--- src/rtl/cmos_capture_multi_if.sv ---
// rtl/cmos_capture_multi_if.sv - gated pixel output bus of the CMOS capture block
//
// Purpose: bundles the synchronised pixel stream leaving cmos_capture_multi.
// Signals:
//   frame_vsync  gated frame-valid
//   frame_href   gated line-valid
//   frame_de     pixel-valid strobe, one cycle per assembled pixel
//   frame_data   assembled pixel, BYTES_PER_PIX*DATA_W bits, first beat in MSBs
//   pix_x/pix_y  coordinates of the pixel currently flagged by frame_de
// Modports: master = capture block (drives), slave = downstream consumer.
interface cmos_capture_multi_if #(
  parameter int DATA_W        = 8,
  parameter int BYTES_PER_PIX = 1,
  parameter int XY_W          = 12
);
  logic                            frame_vsync;
  logic                            frame_href;
  logic                            frame_de;
  logic [BYTES_PER_PIX*DATA_W-1:0] frame_data;
  logic [XY_W-1:0]                 pix_x;
  logic [XY_W-1:0]                 pix_y;

  modport master (
    output frame_vsync, frame_href, frame_de, frame_data, pix_x, pix_y
  );

  modport slave (
    input frame_vsync, frame_href, frame_de, frame_data, pix_x, pix_y
  );
endinterface

--- src/rtl/cmos_capture_multi.sv ---
// rtl/cmos_capture_multi.sv - CMOS sensor capture with frame discard, pixel packing, geometry and fps measurement
//
// Purpose: registers the raw sensor bus twice, drops the first FRAME_WAITCNT
// frames after reset, packs BYTES_PER_PIX beats into one pixel, tracks pixel
// coordinates, measures line width / frame height and the frame rate over a
// two-second window.
// Ports:
//   cmos_pclk, rst_n        pixel clock (rising edge), async active-low reset
//   clk_cmos, cmos_xclk     sensor drive clock and its pass-through
//   cmos_vsync, cmos_href   frame-valid / line-valid from the sensor
//   cmos_data               sensor data beat
//   crop_x0/y0/w/h          crop window (only with CMOS_CAPTURE_CROP_EN)
//   frame_bus               gated pixel stream (cmos_capture_multi_if.master)
//   meas_width/meas_height  pixels in last line / lines in last frame
//   fps_rate                frames per second averaged over 2 s
// Optional feature macro: CMOS_CAPTURE_CROP_EN (crop window on the output).
module cmos_capture_multi #(
  parameter int FRAME_WAITCNT = 10,
  parameter int CLOCK_CMOS    = 24000000,
  parameter int DATA_W        = 8,
  parameter int BYTES_PER_PIX = 1,
  parameter int XY_W          = 12
) (
  input  logic              cmos_pclk,
  input  logic              rst_n,
  input  logic              clk_cmos,
  output logic              cmos_xclk,
  input  logic              cmos_vsync,
  input  logic              cmos_href,
  input  logic [DATA_W-1:0] cmos_data,
`ifdef CMOS_CAPTURE_CROP_EN
  input  logic [XY_W-1:0]   crop_x0,
  input  logic [XY_W-1:0]   crop_y0,
  input  logic [XY_W-1:0]   crop_w,
  input  logic [XY_W-1:0]   crop_h,
`endif
  cmos_capture_multi_if.master frame_bus,
  output logic [XY_W-1:0]   meas_width,
  output logic [XY_W-1:0]   meas_height,
  output logic [7:0]        fps_rate
);

  localparam int PIX_W = BYTES_PER_PIX * DATA_W;
  localparam int WIN_W = $clog2(2 * CLOCK_CMOS);
  localparam logic [WIN_W-1:0] WIN_LAST = WIN_W'(2 * CLOCK_CMOS - 1);
  localparam logic [3:0]       WAIT_LIM = 4'(FRAME_WAITCNT);

  assign cmos_xclk = clk_cmos;

  logic              vsync_r0, vsync_r1;
  logic              href_r0, href_r1;
  logic [DATA_W-1:0] data_r0, data_r1;

  logic [3:0]        wait_cnt;
  logic              sync_flag;
  logic [XY_W-1:0]   x_cnt, y_cnt;
  logic [WIN_W-1:0]  win_cnt;
  logic [8:0]        frame_count;

  logic              de_raw;
  logic [PIX_W-1:0]  pix_data;

  // r1 is the older stage, so r1 & ~r0 marks the last active cycle at r1.
  logic vsync_end, line_end;
  assign vsync_end = vsync_r1 & ~vsync_r0;
  assign line_end  = href_r1 & ~href_r0;

  // Counts as they would be after this cycle's pixel / line, saturating.
  logic [XY_W-1:0] x_after, y_after;
  assign x_after = (de_raw && (x_cnt != '1)) ? x_cnt + 1'b1 : x_cnt;
  assign y_after = (y_cnt != '1) ? y_cnt + 1'b1 : y_cnt;

  generate
    if (BYTES_PER_PIX == 1) begin : g_single
      assign de_raw   = href_r1;
      assign pix_data = data_r1;
    end else begin : g_packed
      logic              phase;
      logic [DATA_W-1:0] first_beat;

      // phase=0 holds the first beat of a pair; an unpaired last beat never
      // reaches phase=1 and is dropped when href falls.
      always_ff @(posedge cmos_pclk or negedge rst_n) begin
        if (!rst_n) begin
          phase      <= 1'b0;
          first_beat <= '0;
        end else if (href_r1) begin
          phase <= ~phase;
          if (!phase) first_beat <= data_r1;
        end else begin
          phase <= 1'b0;
        end
      end

      assign de_raw   = href_r1 & phase;
      assign pix_data = {first_beat, data_r1};
    end
  endgenerate

  always_ff @(posedge cmos_pclk or negedge rst_n) begin
    if (!rst_n) begin
      vsync_r0    <= 1'b0;
      vsync_r1    <= 1'b0;
      href_r0     <= 1'b0;
      href_r1     <= 1'b0;
      data_r0     <= '0;
      data_r1     <= '0;
      wait_cnt    <= '0;
      sync_flag   <= 1'b0;
      x_cnt       <= '0;
      y_cnt       <= '0;
      meas_width  <= '0;
      meas_height <= '0;
      win_cnt     <= '0;
      frame_count <= '0;
      fps_rate    <= '0;
    end else begin
      vsync_r0 <= cmos_vsync;
      vsync_r1 <= vsync_r0;
      href_r0  <= cmos_href;
      href_r1  <= href_r0;
      data_r0  <= cmos_data;
      data_r1  <= data_r0;

      if (vsync_end) begin
        if (wait_cnt == WAIT_LIM) sync_flag <= 1'b1;
        else                      wait_cnt  <= wait_cnt + 1'b1;
      end

      if (line_end) begin
        x_cnt      <= '0;
        meas_width <= x_after;
      end else begin
        x_cnt <= x_after;
      end

      // Frame end wins over a coinciding line end for the running count,
      // but the height still includes that final line.
      if (vsync_end) begin
        y_cnt       <= '0;
        meas_height <= line_end ? y_after : y_cnt;
      end else if (line_end) begin
        y_cnt <= y_after;
      end

      if (win_cnt == WIN_LAST) begin
        win_cnt     <= '0;
        fps_rate    <= frame_count[8:1];
        frame_count <= '0;
      end else begin
        win_cnt <= win_cnt + 1'b1;
        if (vsync_end) frame_count <= frame_count + 1'b1;
      end
    end
  end

  assign frame_bus.frame_vsync = sync_flag & vsync_r1;
  assign frame_bus.frame_data  = sync_flag ? pix_data : '0;

`ifdef CMOS_CAPTURE_CROP_EN
  // One extra bit so origin + size cannot wrap at the top of the range.
  logic [XY_W:0] x_end, y_end;
  logic          in_x, in_y;
  assign x_end = {1'b0, crop_x0} + {1'b0, crop_w};
  assign y_end = {1'b0, crop_y0} + {1'b0, crop_h};
  assign in_x  = (x_cnt >= crop_x0) && ({1'b0, x_cnt} < x_end);
  assign in_y  = (y_cnt >= crop_y0) && ({1'b0, y_cnt} < y_end);

  assign frame_bus.frame_href = sync_flag & href_r1 & in_y;
  assign frame_bus.frame_de   = sync_flag & de_raw & in_x & in_y;
  assign frame_bus.pix_x      = (sync_flag && in_x) ? x_cnt - crop_x0 : '0;
  assign frame_bus.pix_y      = (sync_flag && in_y) ? y_cnt - crop_y0 : '0;
`else
  assign frame_bus.frame_href = sync_flag & href_r1;
  assign frame_bus.frame_de   = sync_flag & de_raw;
  assign frame_bus.pix_x      = sync_flag ? x_cnt : '0;
  assign frame_bus.pix_y      = sync_flag ? y_cnt : '0;
`endif

endmodule

--- src/flat_wrapper.sv ---
// flat-port wrapper written by rule: the top's interface ports become plain ports
module cmos_capture_multi_flat 
#(
  parameter int FRAME_WAITCNT = 10,
  parameter int CLOCK_CMOS    = 24000000,
  parameter int DATA_W        = 8,
  parameter int BYTES_PER_PIX = 1,
  parameter int XY_W          = 12
)
  (cmos_pclk, rst_n, clk_cmos, cmos_xclk, cmos_vsync, cmos_href, cmos_data, meas_width, meas_height, fps_rate, frame_bus_frame_vsync, frame_bus_frame_href, frame_bus_frame_de, frame_bus_frame_data, frame_bus_pix_x, frame_bus_pix_y);
  cmos_capture_multi_if #(.DATA_W(DATA_W), .BYTES_PER_PIX(BYTES_PER_PIX), .XY_W(XY_W)) frame_bus_i ();
  input  logic cmos_pclk;
  input  logic rst_n;
  input  logic clk_cmos;
  output logic cmos_xclk;
  input  logic cmos_vsync;
  input  logic cmos_href;
  input  logic [DATA_W-1:0] cmos_data;
  output logic [XY_W-1:0] meas_width;
  output logic [XY_W-1:0] meas_height;
  output logic [7:0] fps_rate;
  output wire logic [$bits(frame_bus_i.frame_vsync)-1:0] frame_bus_frame_vsync;
  output wire logic [$bits(frame_bus_i.frame_href)-1:0] frame_bus_frame_href;
  output wire logic [$bits(frame_bus_i.frame_de)-1:0] frame_bus_frame_de;
  output wire logic [$bits(frame_bus_i.frame_data)-1:0] frame_bus_frame_data;
  output wire logic [$bits(frame_bus_i.pix_x)-1:0] frame_bus_pix_x;
  output wire logic [$bits(frame_bus_i.pix_y)-1:0] frame_bus_pix_y;
  assign frame_bus_frame_vsync = frame_bus_i.frame_vsync;
  assign frame_bus_frame_href = frame_bus_i.frame_href;
  assign frame_bus_frame_de = frame_bus_i.frame_de;
  assign frame_bus_frame_data = frame_bus_i.frame_data;
  assign frame_bus_pix_x = frame_bus_i.pix_x;
  assign frame_bus_pix_y = frame_bus_i.pix_y;
  cmos_capture_multi #(.FRAME_WAITCNT(FRAME_WAITCNT), .CLOCK_CMOS(CLOCK_CMOS), .DATA_W(DATA_W), .BYTES_PER_PIX(BYTES_PER_PIX), .XY_W(XY_W)) u_core (.cmos_pclk(cmos_pclk), .rst_n(rst_n), .clk_cmos(clk_cmos), .cmos_xclk(cmos_xclk), .cmos_vsync(cmos_vsync), .cmos_href(cmos_href), .cmos_data(cmos_data), .frame_bus(frame_bus_i), .meas_width(meas_width), .meas_height(meas_height), .fps_rate(fps_rate));
endmodule
--- config.mk ---
export PLATFORM = sky130hd
export DESIGN_NAME = cmos_capture_multi_flat
export DESIGN_NICKNAME = d
export VERILOG_FILES = /design/src/rtl/cmos_capture_multi_if.sv /design/src/rtl/cmos_capture_multi.sv /design/src/flat_wrapper.sv
export SDC_FILE = /design/constraint.sdc
export NUM_CORES = 1
export LEC_CHECK = 0
export ABC_AREA = 1
export CORE_MARGIN = 1
export CORE_UTILIZATION = 45
export CTS_CLUSTER_SIZE = 30
export DETAILED_ROUTE_END_ITERATION = 12
export PLACE_DENSITY = 0.72
export SYNTH_ARGS = -nofsm -noshare
export SYNTH_HDL_FRONTEND = slang
export SYNTH_SLANG_ARGS = --single-unit
--- constraint.sdc ---
create_clock -name cmos_pclk -period 2.1 [get_ports cmos_pclk]
set_clock_uncertainty 0.1 [all_clocks]
set_input_delay 0.315 -clock cmos_pclk [delete_from_list [all_inputs] [get_ports cmos_pclk]]
set_output_delay 0.315 -clock cmos_pclk [all_outputs]
set_load 0.1 [all_outputs]
==> results of run 1 <==
==> final cells by class <==
| class | instances | area (µm²) |
|---|---|---|
| Clock buffer | 17 | 425 |
| Clock inverter | 15 | 206 |
| Fill cell | 1103 | 4940 |
| Inverter | 121 | 457 |
| Multi-Input combinational cell | 526 | 2580 |
| Sequential cell | 116 | 2900 |
| Tap cell | 172 | 215 |
| Timing Repair Buffer | 88 | 1150 |
==> worst max-delay path: cells and delay by family (launching register included) <==
family,cells,cell delay [ns]
flip-flops,1,0.34
AND/OR/NAND/NOR,1,0.09
buffers and inverters,3,0.63
==> registers in the layout (all words and copies together), names as in the netlist <==
name                count
u_core.href_r0          1
u_core.x_cnt           12
u_core.de_raw           1
u_core.data_r1          8
u_core.y_cnt           12
u_core.wait_cnt         4
u_core.win_cnt         26
u_core.sync_flag        1
u_core.vsync_r1         1
u_core.vsync_r0         1
u_core.meas_height     12
u_core.data_r0          8
u_core.meas_width      12
u_core.fps_rate         8
u_core.frame_count      9
==> per-layer routing <==
layer / wire (µm) / up-vias
met3: 618 / 22
met5: 0 / -
met4: 218 / 0
li1: - / 2565
met1: 6180 / 2292
met2: 6080 / 131
==> report_power, final <==
group | switching (W) | internal [W] | leakage (nW) | total, W
clock network | 0.00106 | 0.00199 | 0.292 | 0.00305
registers | 0.000147 | 0.00239 | 1.53 | 0.00254
logic | 0.00106 | 0.000462 | 2.35 | 0.00152
==> cells in the mapped netlist <==
cell type / instances
sky130_fd_sc_hd__nand2_2: 13
sky130_fd_sc_hd__xnor2_1: 7
sky130_fd_sc_hd__buf_1: 1
sky130_fd_sc_hd__buf_2: 3
sky130_fd_sc_hd__o21ai_1: 2
sky130_fd_sc_hd__inv_1: 114
sky130_fd_sc_hd__xor2_1: 16
sky130_fd_sc_hd__nand3_2: 8
sky130_fd_sc_hd__nand3_4: 1
sky130_fd_sc_hd__nand3_1: 40
sky130_fd_sc_hd__o21ai_0: 8
sky130_fd_sc_hd__o21bai_1: 2
sky130_fd_sc_hd__buf_4: 4
sky130_fd_sc_hd__or2_1: 1
sky130_fd_sc_hd__nor3_1: 10
sky130_fd_sc_hd__nand4_2: 1
sky130_fd_sc_hd__clkbuf_1: 8
sky130_fd_sc_hd__nand2_4: 2
sky130_fd_sc_hd__buf_6: 3
sky130_fd_sc_hd__inv_2: 6
sky130_fd_sc_hd__inv_4: 1
sky130_fd_sc_hd__a21o_1: 1
sky130_fd_sc_hd__nand3b_2: 1
sky130_fd_sc_hd__nor3_2: 1
sky130_fd_sc_hd__nand4_1: 13
sky130_fd_sc_hd__nor2_4: 5
sky130_fd_sc_hd__nand3b_1: 3
sky130_fd_sc_hd__nand4_4: 1
sky130_fd_sc_hd__o21ai_2: 11
sky130_fd_sc_hd__ha_1: 6
sky130_fd_sc_hd__a21oi_1: 10
sky130_fd_sc_hd__nor2_2: 6
sky130_fd_sc_hd__nand2_1: 268
sky130_fd_sc_hd__dfrtp_1: 116
sky130_fd_sc_hd__nor2_1: 87
sky130_fd_sc_hd__nor2_8: 2
==> stage by stage <==
step           total power (W)  cells  cell area (µm²)  utilization (%)
4_1_cts                0.00719   1055             7940             61.6
2_1_floorplan          0.00358    782             6050                -
5_1_grt                0.00742   1055             7940             61.6
3_5_place_dp           0.00411   1022             7290             56.7
6_report               0.00711   1055             7940             61.6
3_3_place_gp           0.00409   1022             7290             56.7
==> worst paths after layout <==
check | to | cells past startpoint | slack (ns)
worst max-delay path | frame_bus_frame_de | 4 | 0.21
worst min-delay path | u_core.data_r0[7]$_DFF_PN0_ | 1 | 0.24
worst max register to register | u_core.frame_count[8]$_DFFE_PN0P_ | 9 | 0.33
worst min register to register | u_core.data_r1[5]$_DFF_PN0_ | 0 | 0.25
max in group asynchronous | u_core.wait_cnt[3]$_DFFE_PN0P_ | 3 | 1.19
min in group asynchronous | u_core.meas_width[4]$_DFFE_PN0P_ | 3 | 0.31
==> cell families after synthesis <==
group / share of synthesized area (%)
AND/OR/NAND/NOR: 34.4
AO/OA/AOI/OAI: 3.62
XOR/XNOR: 3.33
flip-flops: 48.0
buffers and inverters: 9.41
adder cells (fa/ha/maj): 1.24
==> repair_timing <==
action | CTS | global route
resized for setup | 0 | 0
hold endpoints to repair | 116 | 0
hold buffers | 1 | 0
==> results.json, run 1 <==
{
  "grt.busiest_layer": "met2",
  "die_area_um2": 13900,
  "global_route.usage.met1_pct": 27.1,
  "rr_startpoint": "u_core.win_cnt[0]$_DFF_PN0_",
  "min_period_ns": 1.89,
  "timing.setup.tns_ns": 0,
  "syn_nets": 801,
  "power.density_nw_per_um2": 896,
  "totalWireLength_mm": 13.1,
  "design.portCount": 81,
  "worstSkewPairLatency_ns": 0.42,
  "cts_tree": "built",
  "fmax_ghz": 0.529,
  "route.detailed.drc": 0,
  "post-route-worst-setup-slack_ns": 0.209,
  "detailedRoute.firstPassIterationCount": 8,
  "grt_pass1_vias": 4804,
  "grt_max_degree": 77,
  "finalMaxSlewViolations": 0,
  "synth_area_um2": 6050,
  "detailed_place_hpwl_mm": 9.43,
  "layout.cells.most_common_list": "sky130_fd_sc_hd__nand2_1 (268), sky130_fd_sc_hd__dfrtp_1 (116), sky130_fd_sc_hd__inv_1 (114)",
  "post_synth_main_area_contributors": "sky130_fd_sc_hd__dfrtp_1 (48%), sky130_fd_sc_hd__nand2_1 (17%), sky130_fd_sc_hd__inv_1 (7.1%), sky130_fd_sc_hd__nor2_1 (5.4%), sky130_fd_sc_hd__nand3_1 (3.3%)",
  "cts_root_buffer": "sky130_fd_sc_hd__clkbuf_16",
  "finalNetCount": 889,
  "cells_after_synth": 782,
  "coreArea_um2": 12900,
  "synth_largest_area_cell": "sky130_fd_sc_hd__dfrtp_1",
  "post-route-period-util_pct": 90.1,
  "diodes": 0,
  "grtUsageMet3_pct": 5.33,
  "gr-usage-met2_pct": 33.3,
  "antenna_violating_nets_left": 0,
  "cts_setup_buffers": 0,
  "antenna_found_initial": 0,
  "synth_top_area_share_pct": 48.0,
  "worstHoldStart": "cmos_data[7]",
  "count_of_synthesis_stage_warnings_from_yosys": 0,
  "row_count": 41,
  "yosys_register_bits": 116,
  "critPathCaptureType": "primary output",
  "outcome": "finished clean",
  "final_common_cell": "sky130_fd_sc_hd__nand2_1",
  "library_cell_contributing_the_largest_single_delay_on_the_critical_path": "sky130_fd_sc_hd__dfrtp_1",
  "grt_setup_unrepaired": "no",
  "wl_cell_um": 12.4,
  "synth_cell_type_count": 36,
  "synth.yosys.seq_area_share_pct": 48.0,
  "vias": 5010,
  "cts.reportedPaths.clkPinSlew_ns": 0.05,
  "grt_util_all_layers_pct": 21.0,
  "areaGrowthSynthToFinish_pct": 31.2,
  "setup.worst_path.class": "reg -> out",
  "die_w_um": 118,
  "overflow": 0,
  "detailedRoute.firstIterationViolations": 331,
  "worst-endpoint-arrival_ns": 1.48,
  "clk_path_buf_depth": 2,
  "worstPathRequired_ns": 1.68,
  "via_per_inst": 4.75,
  "hold_ws_ns": 0.237,
  "initial_utilization_pct": 47.0,
  "layout-drive-gt1-share_pct": 19.0,
  "worst_hold_path_type": "in -> reg",
  "placement.setup.worst_slack_ns": 0.336,
  "h_tree_level_count": 4,
  "tritoncts_num_sinks": 116,
  "normalized_max_slew_margin_pct": 67.6,
  "die_height_um": 118,
  "crit_path_start": "u_core.sync_flag$_DFFE_PN0P_",
  "global_route_wire_length_before_repair_mm": 23.2,
  "setup_viol": 0,
  "worst_setup_sp_type": "flop",
  "timing_hold_violations_final": 0,
  "crit_path_max_fanout": 24,
  "worst_path_largest_cell_delay_ns": 0.34,
  "tightestPinTransition_ns": 0.482,
  "ir_drop_uv": 481,
  "critical_path.cell_chain": "buf_4 > nand2_1 > inv_1 > buf_12",
  "max_cap_violations": 0,
  "synthesis.area_per_instance_um2": 7.74,
  "port-buffer-count": 78,
  "power.leakage_nw": 4.17,
  "tritoncts.num_buffers": 17,
  "globalplace.congestion": 0.908
}
Power figures use the tool's default switching activity.
==> run 2: changes to the inputs <==
- HOLD_SLACK_MARGIN: default -> 0.05
- SKIP_CTS_REPAIR_TIMING: default -> 1
- clock period: 2.1 -> 2.2 ns (I/O delays scaled with it)
==> run 2 against run 1 <==
Compared with the run above:
- hold slack improved by 0.010 ns
- clock power increased by 6%
- die area unchanged
- largest cell class unchanged
- critical endpoint is now frame_bus_pix_y[3]
- routed wire length increased by 1.2%
- final area increased by 0.68%
==> results.json, run 2 (same netlist as run 1, synthesis figures left out) <==
{
  "swShare_pct": 30.5,
  "tightestPinTransition_ns": 0.447,
  "setup.worst_path.class": "reg -> out",
  "timing_hold_violations_final": 0,
  "outcome": "finished clean",
  "design.portCount": 81,
  "detailed_place_hpwl_mm": 9.31,
  "finalNetCount": 890,
  "final_area_um2": 7990,
  "switchingPower_w": 0.00217,
  "grt.busiest_layer": "met2",
  "totalWireLength_mm": 13.3,
  "detailedRoute.firstPassIterationCount": 5,
  "row_count": 41,
  "grt_util_all_layers_pct": 20.5,
  "cts.reportedPaths.clkPinSlew_ns": 0.06,
  "placed_cell_area_um2": 7290,
  "r2r_setup_slack_ns": 0.42,
  "antenna_found_initial": 0,
  "coreArea_um2": 12900,
  "max_cap_violations": 0,
  "overflow": 0,
  "timing.setup.tns_ns": 0,
  "reg2regPathDepth": 8,
  "largest_register_ff_count": 26,
  "die_height_um": 118,
  "worst_setup_sp_type": "flop",
  "r2r-end": "u_core.meas_height[0]$_DFFE_PN0P_",
  "areaGrowthSynthToFinish_pct": 32.1,
  "port-buffer-count": 78,
  "power.density_nw_per_um2": 889,
  "grt_setup_unrepaired": "no",
  "worstSkewPairLatency_ns": 0.42,
  "normalized_max_slew_margin_pct": 70.1,
  "worst-endpoint-arrival_ns": 1.67,
  "fmax_ghz": 0.477,
  "placement.setup.worst_slack_ns": 0.442,
  "grtUsageMet3_pct": 5.72,
  "tritoncts.num_buffers": 17,
  "worst_hold_path.endpoint": "u_core.data_r1[2]$_DFF_PN0_",
  "finalMaxSlewViolations": 0,
  "post-route-worst-setup-slack_ns": 0.103,
  "critPathCaptureType": "primary output",
  "die_w_um": 118,
  "layout.cells.most_common_list": "sky130_fd_sc_hd__nand2_1 (268), sky130_fd_sc_hd__dfrtp_1 (116), sky130_fd_sc_hd__inv_1 (114)",
  "cts_tree": "built",
  "min_period_ns": 2.10,
  "portion_of_total_power_attributed_to_sequential_cells_pct": 34.4,
  "route.detailed.drc": 0,
  "setup_viol": 0,
  "tritoncts_num_sinks": 116,
  "rr_startpoint": "u_core.y_cnt[0]$_DFF_PN0_",
  "grt_pass1_vias": 4750,
  "initial_utilization_pct": 47.0,
  "p_comb_share_pct": 20.3,
  "power.share.clock_pct": 45.3,
  "layout-drive-gt1-share_pct": 19.1,
  "hold_path_depth": 0,
  "post-route-period-util_pct": 95.3,
  "final_common_cell": "sky130_fd_sc_hd__nand2_1",
  "clk_path_buf_depth": 2,
  "regMostFlops": "u_core.win_cnt",
  "h_tree_level_count": 4,
  "antenna_violating_nets_left": 0,
  "wl_cell_um": 12.6,
  "detailedRoute.firstIterationViolations": 427,
  "gr-usage-met2_pct": 32.0,
  "int_pwr_w": 0.00494,
  "crit_path_max_fanout": 16,
  "ir_drop_uv": 807,
  "via_per_inst": 4.78,
  "power.leakage_nw": 4.20,
  "layout.filler_cells": 1071,
  "diodes": 0,
  "die_area_um2": 13900,
  "global_route_wire_length_before_repair_mm": 22.7,
  "cts_root_buffer": "sky130_fd_sc_hd__clkbuf_16",
  "globalplace.congestion": 0.996,
  "vias": 5048,
  "grt_max_degree": 50,
  "worst_hold_path_type": "reg -> reg",
  "worstHoldStart": "u_core.data_r0[2]$_DFF_PN0_",
  "worstPathRequired_ns": 1.77,
  "global_route.usage.met1_pct": 27.2
}
-- run 2: worst max-delay path by stage --
stage,from,slack [ns],depth (start not counted),endpoint
global placement,u_core.win_cnt[0]$_DFF_PN0_,0.48,9,u_core.frame_count[6]$_DFFE_PN0P_
detailed placement,u_core.win_cnt[0]$_DFF_PN0_,0.44,9,u_core.frame_count[6]$_DFFE_PN0P_
floorplan,u_core.sync_flag$_DFFE_PN0P_,0.16,4,frame_bus_frame_href
global route,u_core.sync_flag$_DFFE_PN0P_,0.009,4,frame_bus_pix_y[3]
CTS,u_core.sync_flag$_DFFE_PN0P_,0.09,4,frame_bus_pix_x[8]
finish,u_core.sync_flag$_DFFE_PN0P_,0.10,4,frame_bus_pix_y[3]
-- run 2: worst max-delay path, stage by stage, from the launching register on --
cell,delay [ns]
sky130_fd_sc_hd__dfrtp_1,0.59
sky130_fd_sc_hd__buf_4,0.30
sky130_fd_sc_hd__nand2_1,0.08
sky130_fd_sc_hd__inv_1,0.10
sky130_fd_sc_hd__buf_12,0.18
-- run 2: cell type report --
cell class,count,area [µm²],share of cell area [%]
Timing Repair Buffer,89,1150,14.3
Clock inverter,12,224,2.80
Multi-Input combinational cell,526,2580,32.3
Tap cell,172,215,2.69
Inverter,121,457,5.72
Sequential cell,116,2900,36.3
Clock buffer,20,467,5.84
-- run 2: through the flow --
| stage | cells | util, % | hold slack [ns] | power (W) |
|---|---|---|---|---|
| after CTS | 1055 | 62.0 | -0.262 | 0.00716 |
| after global routing | 1056 | 62.1 | 0.239 | 0.00738 |
| after floorplan | 782 | - | -0.0656 | 0.00342 |
| after global placement | 1023 | 56.6 | 0.173 | 0.00390 |
| final | 1056 | 62.1 | 0.247 | 0.00711 |
| after detailed placement | 1023 | 56.6 | 0.177 | 0.00392 |
-- run 2: layer usage --
metal	up-vias	wire (µm)	share of wire, %
li1	2557	-	-
met1	2327	6100	46
met2	138	6200	47
met3	26	762	5.7
met4	0	198	1.5
met5	-	0	0
-- run 2: power groups by stage --
stage	sequential (W)	clock, W	combinational [W]
after CTS	0.00244	0.00327	0.00145
after global placement	0.00247	0	0.00143
after global routing	0.00247	0.00338	0.00154
after detailed placement	0.00248	0	0.00145
after floorplan	0.00260	0	0.000824
final	0.00245	0.00322	0.00144
==> run 3: changes to the inputs <==
- CORE_MARGIN: 1 -> 2
- PLACE_DENSITY: 0.72 -> 0.67
- SLEW_MARGIN: default -> 5
==> run 3 against run 2 <==
Compared with the run above:
- utilization down 2.3 points
- via count down 1.8%
- flip-flop and latch count unchanged
- clock-buffer cell count down 3
- critical path depth unchanged
- fmax up 14%
- critical path type unchanged
- critical endpoint is now frame_bus_frame_data[6]
==> results.json, run 3 (same netlist as run 1, synthesis figures left out) <==
{
  "outcome": "finished clean",
  "ir_drop_uv": 517,
  "grt_max_degree": 77,
  "die_area_um2": 14400,
  "route.detailed.drc": 0,
  "rr_startpoint": "u_core.win_cnt[0]$_DFF_PN0_",
  "tritoncts.num_buffers": 17,
  "layout-drive-gt1-share_pct": 19.0,
  "worst_setup_sp_type": "flop",
  "layout.cells.most_common_list": "sky130_fd_sc_hd__nand2_1 (268), sky130_fd_sc_hd__dfrtp_1 (116), sky130_fd_sc_hd__inv_1 (114)",
  "power.density_nw_per_um2": 833,
  "worst_path_dominant_cell_family": "buffers and inverters",
  "timing_hold_violations_final": 0,
  "overflow": 0,
  "cts.reportedPaths.clkPinSlew_ns": 0.06,
  "totalWireLength_mm": 13.0,
  "grt_setup_unrepaired": "no",
  "timing.critical_path.buf_inv": 3,
  "setup.worst_path.class": "reg -> out",
  "coreArea_um2": 13200,
  "finalNetCount": 889,
  "setup_viol": 0,
  "worst_path_largest_cell_delay_ns": 0.34,
  "critical_path.cell_chain": "buf_4 > nand2_1 > inv_1 > buf_12",
  "die_w_um": 120,
  "r2r_setup_slack_ns": 0.42,
  "layout.core_utilization_pct": 59.8,
  "global_route_wire_length_before_repair_mm": 22.3,
  "fin_cells": 1059,
  "diodes": 0,
  "detailedRoute.firstIterationViolations": 301,
  "tightestPinTransition_ns": 0.540,
  "via_per_inst": 4.68,
  "row_count": 42,
  "clk_path_buf_depth": 2,
  "wl_cell_um": 12.3,
  "antenna_found_initial": 0,
  "cts_root_buffer": "sky130_fd_sc_hd__clkbuf_16",
  "port-buffer-count": 78,
  "timing.setup.tns_ns": 0,
  "r2r-end": "u_core.frame_count[7]$_DFFE_PN0P_",
  "areaGrowthSynthToFinish_pct": 30.3,
  "crit_path_max_fanout": 21,
  "grt_util_all_layers_pct": 19.7,
  "final_common_cell": "sky130_fd_sc_hd__nand2_1",
  "power.leakage_nw": 4.15,
  "initial_utilization_pct": 45.9,
  "globalplace.congestion": 0.973,
  "post-route-period-util_pct": 83.9,
  "worst_hold_path_type": "in -> async",
  "normalized_max_slew_margin_pct": 64.0,
  "max_cap_violations": 0,
  "die_height_um": 120,
  "reg2regPathDepth": 9,
  "grt_pass1_vias": 4624,
  "fmax_ghz": 0.542,
  "regMostFlops": "u_core.win_cnt",
  "cts_tree": "built",
  "worstPathRequired_ns": 1.77,
  "worst-endpoint-arrival_ns": 1.41,
  "largest_register_ff_count": 26,
  "layout.filler_cells": 1183,
  "h_tree_level_count": 4,
  "design.portCount": 81,
  "finalMaxSlewViolations": 0,
  "library_cell_contributing_the_largest_single_delay_on_the_critical_path": "sky130_fd_sc_hd__dfrtp_1",
  "detailed_place_hpwl_mm": 9.27,
  "critPathCaptureType": "primary output",
  "detailedRoute.firstPassIterationCount": 4,
  "antenna_violating_nets_left": 0,
  "vias": 4956,
  "min_period_ns": 1.84,
  "worstSkewPairLatency_ns": 0.42,
  "number_of_cells_in_the_design_after_placement": 1026,
  "tritoncts_num_sinks": 116
}
-- run 3: worst max-delay path by stage --
stage                                 start                           endpoint  depth (start not counted)
5_1_grt        u_core.sync_flag$_DFFE_PN0P_            frame_bus_frame_data[2]                          4
3_3_place_gp    u_core.win_cnt[0]$_DFF_PN0_  u_core.frame_count[6]$_DFFE_PN0P_                          9
2_1_floorplan  u_core.sync_flag$_DFFE_PN0P_               frame_bus_frame_href                          4
3_5_place_dp    u_core.win_cnt[0]$_DFF_PN0_  u_core.frame_count[6]$_DFFE_PN0P_                          9
4_1_cts        u_core.sync_flag$_DFFE_PN0P_                frame_bus_pix_x[11]                          4
6_report       u_core.sync_flag$_DFFE_PN0P_            frame_bus_frame_data[6]                          4
-- run 3: report_power, final --
part           total [W]  switching [W]  internal (W)  leakage, nW
registers        0.00242       0.000132       0.00228         1.53
logic            0.00145        0.00101      0.000439         2.35
clock network    0.00270        0.00103       0.00167        0.271
total            0.00657        0.00218       0.00439         4.15
-- run 3: metal layers --
metal / global-route usage, % / share of wire, %
met2: 29.5 / 46
met4: 7.50 / 1.9
met5: 0 / 0
met3: 5.61 / 4.0
met1: 26.9 / 48
-- run 3: layout make-up --
class,count,area [µm²],share of cell area [%]
clock buffer,17,425,5.40
clock inverter,15,160,2.03
inverter,121,457,5.79
multi-input combinational,526,2580,32.7
sequential,116,2900,36.8
tap,176,220,2.79
timing repair buffer,88,1140,14.4
-- run 3: worst reg2reg max path, cell delays in order, from the launching register on --
cell                      delay [ns]
sky130_fd_sc_hd__dfrtp_1        0.40
sky130_fd_sc_hd__ha_1           0.26
sky130_fd_sc_hd__nand2_2        0.11
sky130_fd_sc_hd__nor2_8         0.15
sky130_fd_sc_hd__nand2_4        0.09
sky130_fd_sc_hd__nor2_4         0.11
sky130_fd_sc_hd__nand2_2        0.06
sky130_fd_sc_hd__buf_4          0.23
sky130_fd_sc_hd__nand3_1        0.11
sky130_fd_sc_hd__nand2_1        0.05
-- run 3: per-stage QoR --
| stage | total power (W) | cell area, µm² | setup slack (ns) | hold slack (ns) |
|---|---|---|---|---|
| 6_report | 0.00657 | 7880 | 0.355 | 0.157 |
| 5_1_grt | 0.00685 | 7880 | 0.220 | 0.169 |
| 4_1_cts | 0.00663 | 7870 | 0.318 | -0.410 |
| 3_5_place_dp | 0.00391 | 7290 | 0.418 | 0.0328 |
| 3_3_place_gp | 0.00390 | 7290 | 0.472 | 0.0321 |
| 2_1_floorplan | 0.00342 | 6050 | 0.156 | -0.0656 |
